<file path="config.mk">
export PLATFORM = sky130hd
export DESIGN_NAME = mips_reg_file
export DESIGN_NICKNAME = d
export VERILOG_FILES = /design/src/rtl/mips_reg_file.sv
export SDC_FILE = /design/constraint.sdc
export NUM_CORES = 2
export LEC_CHECK = 0
export BUFFER_PORTS_ARGS = -buffer_cell sky130_fd_sc_hd__buf_2
export CAP_MARGIN = 20
export CORE_MARGIN = 2
export CORE_UTILIZATION = 57
export CTS_BUF_LIST = sky130_fd_sc_hd__clkbuf_16
export DETAILED_ROUTE_END_ITERATION = 8
export GPL_ROUTABILITY_DRIVEN = 0
export PLACE_DENSITY = 0.73
export SLEW_MARGIN = 20
export SYNTH_ARGS = -nofsm -noshare
export SYNTH_HDL_FRONTEND = slang
export SYNTH_SLANG_ARGS = --single-unit
</file>
<file path="constraint.sdc">
create_clock -name clk -period 2.5 [get_ports clk]
set_input_delay 0.125 -clock clk [delete_from_list [all_inputs] [get_ports clk]]
set_output_delay 0.125 -clock clk [all_outputs]
set_load 0.05 [all_outputs]
</file>
<file path="src/rtl/mips_reg_file.sv">
// Two-read / one-write register file with a hardwired-zero entry 0 and an
// optional same-cycle write-to-read forwarding path for the WB->ID hazard.
module mips_reg_file #(
  parameter int DATA_WIDTH   = 32,
  parameter int ADDR_WIDTH   = 5,
  parameter bit WRITE_BYPASS = 1
) (
  input  logic                  clk,
  input  logic                  rst,
  input  logic [ADDR_WIDTH-1:0] rs1,
  input  logic [ADDR_WIDTH-1:0] rs2,
  input  logic [ADDR_WIDTH-1:0] rd,
  input  logic [DATA_WIDTH-1:0] write_data,
  input  logic                  write_enable,
  output logic [DATA_WIDTH-1:0] rs1_data,
  output logic [DATA_WIDTH-1:0] rs2_data
);

  localparam int DEPTH = 2 ** ADDR_WIDTH;

  logic [DATA_WIDTH-1:0] regs [DEPTH];
  logic                  wr_live;

  // write_enable is tested first so an X/Z rd cannot select an entry while idle
  assign wr_live = write_enable && !rst && (rd != '0);

  always_ff @(posedge clk) begin
    if (rst) begin
      for (int i = 0; i < DEPTH; i++) regs[i] <= '0;
    end else if (write_enable && (rd != '0)) begin
      regs[rd] <= write_data;
    end
  end

  logic [ADDR_WIDTH-1:0] raddr [2];
  logic [DATA_WIDTH-1:0] rdata [2];

  assign raddr[0] = rs1;
  assign raddr[1] = rs2;
  assign rs1_data = rdata[0];
  assign rs2_data = rdata[1];

  for (genvar p = 0; p < 2; p++) begin : g_rd
    logic [DATA_WIDTH-1:0] stored;
    assign stored = (raddr[p] == '0) ? '0 : regs[raddr[p]];
    if (WRITE_BYPASS) begin : g_byp
      assign rdata[p] = (wr_live && (rd == raddr[p])) ? write_data : stored;
    end else begin : g_nobyp
      assign rdata[p] = stored;
    end
  end

endmodule

</file>
Word-level counts from Yosys, hierarchy flattened
Memories as Yosys holds them, arrays and structs flattened.
Cells that the tools add are included.
W data, S select, Z words.
{"block": "totals", "n_memories": 1, "word_cells": 25, "input_bits": 50, "ff_bits": 0, "ramBits": 1024}
{"memory": "regs", "words": 32, "word_bits": 32, "read_ports": 2, "rd_clocked_by_memory_dff": 0, "wr": 32, "line": "21", "rtl": "logic [DATA_WIDTH-1:0] regs [DEPTH];"}
{"block": "classes", "eq_ne": 2, "reduce_logical": 10, "n_mux": 12}
{"cell": "$mux W32", "n": 5}
{"cell": "$reduce_or A32 Y1", "n": 1}
{"cell": "$eq A5 B5 Y1", "n": 2}
{"cell": "$logic_not A5 Y1", "n": 2}
{"cell": "$mux W1", "n": 6}
{"cell": "$logic_and A1 B1 Y1", "n": 5}
{"cell": "$mux W5", "n": 1}
{"cell": "$reduce_bool A5 Y1", "n": 1}
{"cell": "$logic_not A1 Y1", "n": 1}

Depth between registers and ports, before layout
{"block": "depth", "ltp_word": 7, "mapped_depth": 10, "depth_no_buf": 5}

Worst setup path after synthesis
Ideal clock, no wire load.
{"block": "synth_timing", "kind": "input-to-output", "start": "input port rd[2]", "end": "output port rs2_data[10]", "path_stages": 8, "slack_ns": 0.145, "arrival_ns": 2.230, "path_cell_list": "buf_2 > or3_4 > o31a_1 > or4b_1 > buf_2 > buf_2 > nand3_1 > o22ai_1"}
{"block": "synth_between", "elab_chain_len": 4, "elab_cells_between_ends": 5}
{"element": "start, declared", "line": "12", "rtl": "input logic [ADDR_WIDTH-1:0] rd,"}
{"element": "$reduce_bool A5 Y1", "line": "25", "rtl": "assign wr_live = write_enable && !rst && (rd != '0);"}
{"element": "$logic_and A1 B1 Y1", "line": "25"}
{"element": "$logic_and A1 B1 Y1 *", "line": "47", "rtl": "assign rdata[p] = (wr_live && (rd == raddr[p])) ? write_data : stored;"}
{"element": "$mux W32 *", "line": "47"}
{"element": "end, declared", "line": "16", "rtl": "output logic [DATA_WIDTH-1:0] rs2_data"}
Every way passes the cells marked *; elsewhere a longest branch is shown, timed or not.

==> metrics.md <==
| Metric | Value |
|---|---|
| Status | `finished, violations left` |
| Violated checks | `negative setup slack` |
| Fmax | `around 330 MHz` |
| Tmin final | `2990 ps` |
| Grt total ovfl | `0` |
| Clock Tree Buf Depth | `3` |
| Vias in the first global route | `between 40,000 and 50,000` |
| Final WS setup | `-493 ps` |
| Yosys top cell by area | `edfxtp_1` |
| Share of post-route cells with drive strength above 1 | `0.299` |
| H-tree levels | `3` |
| Synth Area per Inst | `~14 um2` |
| Post-placement setup slack | `-321 ps` |
| Starting Density | `0.576` |
| Via density | `7.26` |
| 1st-iter DRT viols | `6,732` |
| Synth area leaders | `edfxtp_1 (55%), mux4_2 (13%), and2_1 (11%), mux2i_1 (6.6%), clkbuf_1 (2.0%)` |
| Nets | `4,249` |
| Largest net degree at the start of global routing | `between 60 and 70` |
| WP data required | `between 2000 and 2500 ps` |
| First-pass GRT wire length | `287 mm` |
| Worst hold-check path type | `input pin to flop` |
| WHS | `50.0 ps` |
| Die Area | `about 100,000 um2` |
| Vias | `40,400` |
| Main synth FF type | `edfxtp_1` |
| Clock transition at path regs | `60 ps` |
| DPL Wire Length | `126 mm` |
| List of most frequent post-synthesis cells | `edfxtp_1 (1,024), and2_1 (994), mux2i_1 (368)` |
| Post-placement cell area | `61,000 um2` |
| TritonCTS Buffers | `109` |
| Clk root buf | `clkbuf_16` |
| Port bufs | `approximately 110` |
| Max_cap viols | `0` |
| LEAKAGE | `24.4 nW` |
| Synthesized area | `roughly 56,000 um2` |
| Pwr per Cell Area | `around 660 nW/um2` |
| Crit path arrival time | `2870 ps` |
| Sink Count | `between 1,000 and 1,500` |
| Die Y | `317 um` |
| Async set or reset register ratio after synthesis | `0` |
| Fin area | `approximately 66,000 um2` |
| Area Growth Syn to Fin | `18.9%` |
| # fillers | `6,464` |
| Wirelength, routed | `205 mm` |
| CTS tree | `done` |
| Yosys warns | `0` |
| Setup TNS | `-13,650 ps` |
| Endpoints failing setup | `64` |
| IO Pins | `about 110` |
| Number of synthesized flops with an enable pin | `between 1,000 and 1,500` |
| Yosys top cell area share | `0.551` |
| Syn Inst Count | `4,010` |
| Biggest register | `regs` |
| Num rows | `114` |
| Crit start category | `flop` |
| First drt pass iteration count | `8` |
| Register bit count reported by yosys | `between 1,000 and 1,500` |
| Total Power | `43.6 mW` |
| Max Slew Vio Count | `0` |
| Count of cell types in the netlist | `53` |
| Final Hold Fails | `0` |
| Largest regs | `regs x1024` |
| WL per Instance | `36.9 um` |
| GR Util All Layers | `0.409` |
| Slew @ Worst Pin | `between 1000 and 1500 ps` |
| Initial antenna violation count | `12` |
| Core ar. | `96,900 um2` |
| Top-count cell post-synth | `edfxtp_1` |
| Final period util | `1.20` |
| Residual DRC | `0` |
| Critical Path Fanout Max | `2` |
| Worst setup EP type | `primary output` |
| Relative slew slack | `0.248` |
| Max reg flops | `about 1,000` |
| Sequential area share after synthesis | `0.551` |
| DIE WIDTH | `317 um` |
| Peak supply drop | `about 0.00061 V` |
| RSZ-0062 raised after global routing | `yes` |
| Final ANT Viol Nets | `0` |
| Critical path class | `flop to primary output` |
==> what timing repair did <==
item,4_1_cts,5_1_grt
pin swaps,101,58
hold endpoints to repair,3,0
setup buffers,18,21
gates cloned,0,0
gates resized for setup,275,67
hold buffers,1,0
setup endpoints to repair,64,64
==> kinds of logic after synthesis <==
group,count (synthesis),share of synthesized area
simple gates,1336,0.142
compound gates,437,0.0596
flops,1024,0.551
xor+xnor,10,0.00157
buf+inv,434,0.0348
other cells,1,0.0000672
mux,768,0.211
==> stage by stage <==
step,utilization,cells
global route,0.685,5561
global placement,0.630,5331
floorplan,-,4041
CTS,0.680,5537
finish,0.685,5567
detailed placement,0.630,5331
==> final timing paths <==
| kind | start | end | slack, ps | cells after the start |
|---|---|---|---|---|
| worst max-delay path | regs[11][2] | rs1_data[2] | -490 | 5 |
| worst min-delay path | write_data[27] | regs[9][27] | 50 | 2 |
==> routing by layer <==
metal,up-vias,share of wire,track usage
met3,1030,0.15,0.144
met5,-,0,0
li1,15700,-,-
met1,19900,0.33,0.501
met2,3850,0.44,0.612
met4,0,0.081,0.276
==> cells in the final DEF, fill, tap and decap left out, types with 39 or more instances in the layout <==
master     synthesis  layout
mux2i_1          368     364
o22ai_1           71      39
a22oi_1          109      96
clkbuf_16          0     117
edfxtp_1        1024    1024
buf_2             85      41
buf_12             0     140
nand2_1          101      88
a21oi_1           73      65
and2_1           994     992
buf_4             27     255
mux2_2            79      41
mux4_2           320     320
==> power breakdown <==
part | leakage (nW) | total [mW] | internal (mW) | switching (mW)
clock network | 1.78 | 15.8 | 8.94 | 6.91
registers | 9.75 | 20.4 | 19.8 | 0.541
logic | 12.9 | 7.39 | 3.12 | 4.27
total | 24.4 | 43.6 | 31.9 | 11.7
==> critical path: stages, from the launching register on <==
cell	delay, ps
edfxtp_1	420
mux4_2	490
mux2_2	270
a221o_2	440
a32o_2	330
buf_12	170
==> cell type report <==
type / instances / area, um2 / share of cell area
Antenna cell: 12 / 30.0 / 0.000453
Timing Repair Buffer: 481 / 5560 / 0.0838
Tap cell: 1276 / 1600 / 0.0241
Clock buffer: 112 / 2800 / 0.0422
Sequential cell: 1024 / 30700 / 0.463
Multi-Input combinational cell: 2583 / 25000 / 0.377
Clock inverter: 79 / 589 / 0.00888
No activity file was read; power rests on OpenSTA's default activity.
